## config.mk

```make
export PLATFORM = sky130hd
export DESIGN_NAME = serial_magnitude_compare
export DESIGN_NICKNAME = d
export VERILOG_FILES = /design/src/rtl/serial_cmp_pkg.sv /design/src/rtl/digit_compare.sv /design/src/rtl/serial_magnitude_compare.sv
export SDC_FILE = /design/constraint.sdc
export NUM_CORES = 1
export LEC_CHECK = 0
export ABC_AREA = 1
export CAP_MARGIN = 20
export CORE_ASPECT_RATIO = 1.2
export CORE_MARGIN = 2
export CORE_UTILIZATION = 60
export CTS_CLUSTER_DIAMETER = 150
export DETAILED_ROUTE_END_ITERATION = 10
export DONT_BUFFER_PORTS = 1
export GPL_TIMING_DRIVEN = 0
export HOLD_SLACK_MARGIN = 0.15
export PLACE_DENSITY = 0.76
export SETUP_SLACK_MARGIN = 0.2
export SYNTH_ARGS = -nofsm -noshare
export SYNTH_HDL_FRONTEND = slang
export SYNTH_HIERARCHICAL = 1
export SYNTH_SLANG_ARGS = --single-unit
```

## constraint.sdc

```tcl
create_clock -name clk -period 3.19 [get_ports clk]
set_input_delay 0.4785 -clock clk [delete_from_list [all_inputs] [get_ports clk]]
set_output_delay 0.4785 -clock clk [all_outputs]
set_load 0.01 [all_outputs]
```

## src/rtl/serial_cmp_pkg.sv

```systemverilog
// rtl/serial_cmp_pkg.sv - shared types and sizing helpers for the serial magnitude comparator
//
// Purpose: FSM state encoding, default operand/digit widths and the helper
//          functions that derive the step count and step-counter width.
// Ports:   none (package).

package serial_cmp_pkg;

  typedef enum logic [1:0] {
    IDLE = 2'd0,
    CMP  = 2'd1,
    DONE = 2'd2
  } state_t;

  localparam int DEF_WIDTH = 8;
  localparam int DEF_DIGIT = 4;

  // Number of digit steps needed to walk the whole operand.
  function automatic int calc_nstep(input int width, input int digit);
    return width / digit;
  endfunction

  // Counter is sized to hold NSTEP itself, not just NSTEP-1.
  function automatic int calc_cnt_width(input int width, input int digit);
    return $clog2((width / digit) + 1);
  endfunction

endpackage

```

## src/rtl/digit_compare.sv

```systemverilog
// rtl/digit_compare.sv - combinational unsigned compare of one digit
//
// Purpose: flags whether digit x is greater than or less than digit y.
// Ports:   x, y : DIGIT-bit unsigned digits
//          gt   : x > y
//          lt   : x < y

module digit_compare #(
  parameter int DIGIT = 4
) (
  input  logic [DIGIT-1:0] x,
  input  logic [DIGIT-1:0] y,
  output logic             gt,
  output logic             lt
);

  assign gt = (x > y);
  assign lt = (x < y);

endmodule

```

## src/rtl/serial_magnitude_compare.sv

```systemverilog
// rtl/serial_magnitude_compare.sv - digit-serial unsigned magnitude comparator
//
// Purpose: compares two unsigned WIDTH-bit operands one DIGIT-bit digit per
//          clock, most significant digit first. The first differing digit
//          decides the result through sticky gt/lt flags.
// Optional: EARLY_EXIT_EN - finish in the cycle the first differing digit is
//          seen instead of always walking all NSTEP digits.
// Ports:   clk   : rising-edge clock
//          rst_n : asynchronous active-low reset
//          start : request, sampled only while ready
//          a, b  : operands, captured on the accepted start edge
//          ready : high in IDLE
//          busy  : high in CMP
//          done  : one-cycle result-valid pulse
//          gt/lt/eq : registered result, held until the next accepted start

module serial_magnitude_compare
  import serial_cmp_pkg::*;
#(
  parameter int WIDTH = DEF_WIDTH,
  parameter int DIGIT = DEF_DIGIT
) (
  input  logic             clk,
  input  logic             rst_n,
  input  logic             start,
  input  logic [WIDTH-1:0] a,
  input  logic [WIDTH-1:0] b,
  output logic             ready,
  output logic             busy,
  output logic             done,
  output logic             gt,
  output logic             lt,
  output logic             eq
);

  localparam int NSTEP = calc_nstep(WIDTH, DIGIT);
  localparam int CW    = calc_cnt_width(WIDTH, DIGIT);

  state_t           state_q, state_d;
  logic [WIDTH-1:0] sa_q, sa_d;
  logic [WIDTH-1:0] sb_q, sb_d;
  logic [CW-1:0]    cnt_q, cnt_d;
  logic             s_gt_q, s_gt_d;
  logic             s_lt_q, s_lt_d;
  logic             gt_q, gt_d;
  logic             lt_q, lt_d;
  logic             eq_q, eq_d;

  logic             d_gt, d_lt;
  logic             nxt_gt, nxt_lt;
  logic             last_step;
  logic             finish;

  digit_compare #(
    .DIGIT (DIGIT)
  ) u_digit_compare (
    .x  (sa_q[WIDTH-1 -: DIGIT]),
    .y  (sb_q[WIDTH-1 -: DIGIT]),
    .gt (d_gt),
    .lt (d_lt)
  );

  // Once either sticky flag is set the decision is made; later digits are
  // less significant and must not override it.
  assign nxt_gt = (s_gt_q | s_lt_q) ? s_gt_q : d_gt;
  assign nxt_lt = (s_gt_q | s_lt_q) ? s_lt_q : d_lt;

  assign last_step = (cnt_q == CW'(NSTEP - 1));

`ifdef EARLY_EXIT_EN
  assign finish = last_step | nxt_gt | nxt_lt;
`else
  assign finish = last_step;
`endif

  always_comb begin
    state_d = state_q;
    sa_d    = sa_q;
    sb_d    = sb_q;
    cnt_d   = cnt_q;
    s_gt_d  = s_gt_q;
    s_lt_d  = s_lt_q;
    gt_d    = gt_q;
    lt_d    = lt_q;
    eq_d    = eq_q;

    case (state_q)
      IDLE: begin
        if (start) begin
          state_d = CMP;
          sa_d    = a;
          sb_d    = b;
          cnt_d   = '0;
          s_gt_d  = 1'b0;
          s_lt_d  = 1'b0;
          gt_d    = 1'b0;
          lt_d    = 1'b0;
          eq_d    = 1'b0;
        end
      end

      CMP: begin
        s_gt_d = nxt_gt;
        s_lt_d = nxt_lt;
        sa_d   = sa_q << DIGIT;
        sb_d   = sb_q << DIGIT;
        cnt_d  = cnt_q + CW'(1);
        if (finish) begin
          // Result is loaded on the same edge that enters DONE so it is
          // already visible while done is high.
          state_d = DONE;
          gt_d    = nxt_gt;
          lt_d    = nxt_lt;
          eq_d    = ~(nxt_gt | nxt_lt);
        end
      end

      DONE: begin
        state_d = IDLE;
      end

      default: begin
        state_d = IDLE;
      end
    endcase
  end

  always_ff @(posedge clk or negedge rst_n) begin
    if (!rst_n) begin
      state_q <= IDLE;
      sa_q    <= '0;
      sb_q    <= '0;
      cnt_q   <= '0;
      s_gt_q  <= 1'b0;
      s_lt_q  <= 1'b0;
      gt_q    <= 1'b0;
      lt_q    <= 1'b0;
      eq_q    <= 1'b0;
    end else begin
      state_q <= state_d;
      sa_q    <= sa_d;
      sb_q    <= sb_d;
      cnt_q   <= cnt_d;
      s_gt_q  <= s_gt_d;
      s_lt_q  <= s_lt_d;
      gt_q    <= gt_d;
      lt_q    <= lt_d;
      eq_q    <= eq_d;
    end
  end

  assign ready = (state_q == IDLE);
  assign busy  = (state_q == CMP);
  assign done  = (state_q == DONE);
  assign gt    = gt_q;
  assign lt    = lt_q;
  assign eq    = eq_q;

endmodule

```

==> impl_metrics.tcl, run 1 <==
set metrics [dict create \
    run_status "finished, final reports clean" \
    syn-mean-instance-area_um2 8.86 \
    regToRegSetupSlack_ns 1.60 \
    highest_clock_rate_ghz 0.592 \
    syn_area_mm2 0.00126 \
    clk_pin_slew_worst_paths_ns 0.13 \
    synthToLayoutAreaGrowth_pct 6.47 \
    data_arrival_critical_path_ns 1.21 \
    core-area_mm2 0.00203 \
    io_pins 25 \
    synthTopCellsByCount "37 x nand2_1, 25 x dfrtp_1, 14 x nand3_1" \
    syn_nets 166 \
    final_min_period_over_clock_period_pct 53.0 \
    synth.area.mux_share_pct 0 \
    crit_buf_inv 3 \
    synth_sequential_area_ratio_pct 49.8 \
    worstHoldStart "b[2]" \
    dr_total_vias 923 \
    yosys_warnings 6 \
    antenna_diode_count 0 \
    adder_cell_fraction_of_synth_area_pct 4.98 \
    critPathMaxStageDelay_ns 0.44 \
    grt_overflow_total 0 \
    count_of_flip_flops_with_a_built_in_enable_after_synthesis 0 \
    netlist-cell-type-count 21 \
    route.final.wire_length_um 2230 \
    critical_path.slowest_cell "dfrtp_1" \
    antenna_found_initial 0 \
    die_h_um 54.2 \
    critPathMaxFanout 10 \
    max_cap_violations 0 \
    finalSetupViolations 0 \
    hold-path-cell-count 2 \
    drt-initial-drc-count 18 \
    chipWidth_um 45.8 \
    yosysTopAreaCellShare_pct 49.8 \
    routabilityCongestion 0.722 \
    fin_tns_setup_ns 0 \
    critPathTopFamily "flip-flops" \
    drt-vias-per-instance 5.49 \
    grt_pass1_vias 837 \
    detail_route.wl_per_cell_um 13.3 \
    layout.nets 173 \
    synthCells 142 \
    fin_hold_ws_ns 0.273 \
    cts_made_buffers 3 \
    power.density_cell_area_mw_per_mm2 1060 \
    synth_compound_area_share_pct 12.0 \
    final_period_minus_worst_setup_slack_ns 1.69 \
    fin_area_mm2 0.00134 \
    drive_gt1_share_pct 14.9 \
    synth_simple_gate_area_share_pct 25.1 \
    least_setup_slack_across_all_paths_after_layout_ns 1.50 \
    clock_network_latency_to_the_later_pin_of_the_worst_skew_pair_ns 0.33 \
    asyncSetResetFlopFracSynth_pct 100 \
    crit_path_start_kind "register" \
    maxSlewViolCount 0 \
    yosys.area_share.xor_xnor_pct 0 \
    ctsHtreeMaxLevel 1 \
    numClockSinks 25 \
    netlist_top_cells_area "dfrtp_1 50%, nand2_1 11%, nand3_1 5.6%" \
    setup_repair_after_global_routing_missed_its_margin "no" \
    netlist.top_cell.by_area "dfrtp_1" \
    worstSetupEndpointType "output pin" \
    max_slew.worst_pin.slew_ns 0.298 \
    crit_type "register to output pin" \
    dieArea_mm2 0.00248 \
    worstReg2RegEnd "lt" \
    ant_nets 0 \
    dr.pass1.iters 4 \
    port_buffers 0 \
    hold_path_class "input port to register" \
    synth.ff_latch_count 25 \
    irDropWorstVdd_mv 0.729 \
    critical_path.reg2reg.startpoint "sb_q[7]" \
    cts_max_path_buffers 2 \
    fin_worst_skew_ns 0.00248 \
    worstPathCellList "inv_2 -> nand2_4 -> inv_4 -> buf_12" \
    groute.usage.overall_pct 21.4 \
    crit_required_ns 2.71 \
    normalized_max_slew_margin_pct 80.2 \
    finalHoldViolations 0 \
    synth_top_family_by_area "simple AND/OR/NAND/NOR gates" \
    cts-root-buf "clkbuf_4" \
    floorplan.initialDensity_pct 62.0 \
    p_leak_uw 0.000687 \
    post_place_setup_slack_ns 1.62 \
    synth-main-ff-cell "dfrtp_1" \
    postPlaceCellArea_mm2 0.00128 \
    post-synth-top-count-cell "nand2_1" \
    grt_start_max_net_pins 26 \
    clock_tree_from_tritoncts "built" \
    timing.hold.worst_endpoint "sb_q[2]" \
    r2r.worst_path.cells 10 \
    placementRows 18 \
    dp.final_hpwl_um 1660 \
    grt_pass1_wl_um 3680 \
    drc 0 \
    final.fill_count 179 \
]
[sequential cells by signal, summed over array words and instances (netlist names)]
signal and flops:
lt 1, s_gt_q 1, sa_q 8, s_lt_q 1
gt 1, state_q 2, sb_q 8, eq 1
cnt_q 2
[kinds of logic after synthesis]
logic type,count (synthesis)
AOI/OAI and AO/OA,24
buffers and inverters,18
and+or+nand+nor,70
DFF,25
adders and majority gates,5
[cell usage in the layout (no fill, tap or decap), drive strengths merged]
cell type    netlist  layout
dfrtp             25      25
and2               1       1
nand3             14      14
buf                4       5
a21oi             12      12
o21ai             10      10
nor2              14      14
ha                 5       5
o22ai              2       2
clkbuf             0       4
dlygate4sd3        0       1
inv               14      14
nand2             41      41
[routing by layer]
metal / global-route usage (%) / vias up / share of wire (%)
met3: 5.37 / 4 / 4.4
met2: 32.4 / 19 / 48
li1: - / 473 / -
met1: 27.4 / 427 / 45
met4: 12.9 / 0 / 2.3
met5: 0 / - / 0
[per-stage QoR]
| step | utilization (%) | cells | total power (uW) |
|---|---|---|---|
| 6_report | 66.0 | 168 | 1430 |
| 5_1_grt | 66.0 | 168 | 1560 |
| 4_1_cts | 66.0 | 168 | 1440 |
| 3_5_place_dp | 63.3 | 162 | 1280 |
| 3_3_place_gp | 63.3 | 162 | 1250 |
| 2_1_floorplan | - | 142 | 1140 |
[cell type report]
class | count | area (um2) | area share (%)
flip-flops and latches | 25 | 626 | 46.7
multi-input cells | 99 | 529 | 39.5
inverters | 14 | 55.1 | 4.11
plain buffers | 4 | 47.5 | 3.55
repair buffers | 2 | 30.0 | 2.24
clock buffers | 4 | 26.3 | 1.96
well taps | 20 | 25.0 | 1.87
[how the worst max path moves through the flow]
stage	cells after the start	start	to	slack, ns
after floorplan	9	sa_q[7]	lt	1.78
after CTS	4	state_q[1]	busy	1.50
after global placement	10	sb_q[7]	lt	1.68
after detailed placement	9	sa_q[7]	lt	1.62
after global routing	10	sb_q[7]	lt	1.42
final	4	state_q[1]	busy	1.50
[power breakdown]
part           leakage, uW  internal [uW]  switching (uW)
sequential        0.000318            454            88.7
combinational     0.000354            295             442
clock            0.0000150           49.1            95.4
[what timing repair did]
| action | CTS | global route |
|---|---|---|
| buffers inserted | 0 | 0 |
| hold buffers | 2 | 0 |
| resized for setup | 0 | 0 |
| endpoints found under the hold margin | 25 | 0 |
[worst register-to-register path, delay by kind of cell, from the launching register on]
| kind | cells | cell delay [ns] |
|---|---|---|
| buffers and inverters | 2 | 0.10 |
| flip-flops | 1 | 0.37 |
| AO/OA/AOI/OAI | 1 | 0.28 |
| adder cells (fa/ha/maj) | 1 | 0.31 |
| AND/OR/NAND/NOR | 6 | 0.45 |
(Power assumes the default switching activity.)
==> run 2, diff against run 1 <==
- clock period: 3.19 -> 1.69 ns (I/O delays scaled with it)
==> impl_metrics.tcl, run 2 (synthesis gave the netlist of run 1 again) <==
set metrics [dict create \
    setup_repair_after_global_routing_missed_its_margin "yes" \
    final_period_minus_worst_setup_slack_ns 1.45 \
    layout_top_registers "sa_q x8, sb_q x8" \
    crit_type "register to register" \
    ant_nets 0 \
    final_common_cell "nand2_1" \
    hold_path_class "input port to register" \
    port_buffers 0 \
    grt_pass1_wl_um 4180 \
    max_slew.worst_pin.slew_ns 0.302 \
    max_cap_violations 0 \
    critPathMaxFanout 3 \
    normalized_max_slew_margin_pct 79.8 \
    finalHoldViolations 0 \
    dp.final_hpwl_um 1660 \
    maxSlewViolCount 0 \
    final.fill_count 139 \
    die_h_um 54.2 \
    timing.hold.worst_endpoint "sa_q[6]" \
    finalSetupViolations 0 \
    dp.cells 162 \
    dr.pass1.iters 4 \
    groute.usage.overall_pct 24.2 \
    grt_overflow_total 0 \
    critPathTopFamily "flip-flops" \
    clk_pin_slew_worst_paths_ns 0.14 \
    cts_max_path_buffers 2 \
    worstPathCellList "ha_4 -> nand2_4 -> inv_2 -> nand2_2 -> and2_4 -> a21oi_4 -> buf_4 -> o22ai_2" \
    worstSetupPathDepth 8 \
    numClockSinks 25 \
    drc 0 \
    dr_total_vias 1027 \
    cts_made_buffers 3 \
    grt_start_max_net_pins 26 \
    chipWidth_um 45.8 \
    crit_required_ns 1.92 \
    routabilityCongestion 0.722 \
    fin_worst_skew_ns 0.00623 \
    r2r.worst_path.cells 8 \
    drt-initial-drc-count 17 \
    worstSetupEndpointType "register" \
    multi_input_area_um2 598 \
    finalNonFillerCells 189 \
    worstReg2RegEnd "s_lt_q" \
    drt-vias-per-instance 5.43 \
    detail_route.wl_per_cell_um 13.9 \
    critPathMaxStageDelay_ns 0.44 \
    placementRows 18 \
    data_arrival_critical_path_ns 1.67 \
    antenna_found_initial 0 \
    route.final.wire_length_um 2630 \
    critical_path.reg2reg.startpoint "sa_q[7]" \
    layout.nets 194 \
    io_pins 25 \
    crit_path_start_kind "register" \
    ff_latch_area_um2 626 \
    highest_clock_rate_ghz 0.690 \
    p_leak_uw 0.000788 \
    final_min_period_over_clock_period_pct 85.7 \
    grt_pass1_vias 977 \
    irDropWorstVdd_mv 1.41 \
    critical_path.slowest_cell "dfrtp_1" \
    dieArea_mm2 0.00248 \
    crit_buf_inv 2 \
    regToRegSetupSlack_ns 0.24 \
    floorplan.initialDensity_pct 62.0 \
    clock_tree_from_tritoncts "built" \
    cts-root-buf "clkbuf_4" \
    layout.cells.most_common_list "35 x nand2_1, 25 x dfrtp_1, 14 x nand3_1, 14 x dlygate4sd3_1, 13 x nor2_1" \
    core-area_mm2 0.00203 \
    p_total_uw 3200 \
    power.density_cell_area_mw_per_mm2 2000 \
    fin_hold_ws_ns 0.189 \
    fin_tns_setup_ns 0 \
    antenna_diode_count 0 \
    synthToLayoutAreaGrowth_pct 27.1 \
    ctsHtreeMaxLevel 1 \
    worstHoldStart "a[6]" \
    clock_network_latency_to_the_later_pin_of_the_worst_skew_pair_ns 0.32 \
    hold-path-cell-count 2 \
    run_status "finished, final reports clean" \
    drive_gt1_share_pct 24.3 \
]
-- run 2: cell types whose count changed in the layout (fill, tap and decap cells not counted), moves of 2 or more --
cell,delta
ha_1,-3
a21oi_1,-3
inv_1,-2
inv_2,+2
dlygate4sd3_1,+13
nand2_1,-2
a21oi_2,+2
buf_4,+8
ha_4,+3
-- run 2: layer usage --
layer | vias up | routed length [um] | GRT usage, %
li1 | 511 | - | -
met1 | 493 | 1150 | 29.6
met2 | 19 | 1360 | 39.4
met3 | 4 | 73 | 5.37
met4 | 0 | 50 | 12.4
met5 | - | 0 | 0
-- run 2: layout make-up --
class	count	area share, %
sequential	25	39.2
multi-input combinational	99	37.4
timing repair buffer	23	13.8
inverter	14	3.45
buffer	4	2.98
clock buffer	4	1.64
tap	20	1.57
-- run 2: worst max path at each step --
| stage | start | endpoint | slack, ns |
|---|---|---|---|
| after floorplan | sa_q[7] | lt | 0.28 |
| after global placement | sb_q[7] | lt | 0.18 |
| after detailed placement | sa_q[7] | lt | 0.12 |
| after CTS | sa_q[7] | lt | 0.21 |
| after global routing | sb_q[7] | lt | 0.17 |
| final | sa_q[7] | s_lt_q | 0.24 |
-- run 2: through the flow --
| step | setup slack [ns] | utilization (%) | cell area [um2] |
|---|---|---|---|
| CTS | 0.212 | 74.0 | 1500 |
| global placement | 0.179 | 63.3 | 1280 |
| detailed placement | 0.123 | 63.3 | 1280 |
| floorplan | 0.281 | - | 1260 |
| finish | 0.241 | 78.8 | 1600 |
| global route | 0.170 | 78.8 | 1600 |
-- run 2: power by group --
group	switching (uW)	total (uW)	internal, uW
Clock	181	273	92.4
Sequential	195	1050	857
Combinational	1010	1870	865
-- run 2: worst register-to-register path, cell delays in order (launching register included) --
cell     delay [ns]
dfrtp_1        0.44
ha_4           0.30
nand2_4        0.05
inv_2          0.04
nand2_2        0.05
and2_4         0.14
a21oi_4        0.16
buf_4          0.13
o22ai_2        0.05
-- run 2: repair_timing --
action	CTS	global route
hold endpoints to repair	38	0
pin swaps	1	5
buffers inserted	2	6
hold buffers	15	0
setup endpoints to repair	3	6
gates resized for setup	2	11
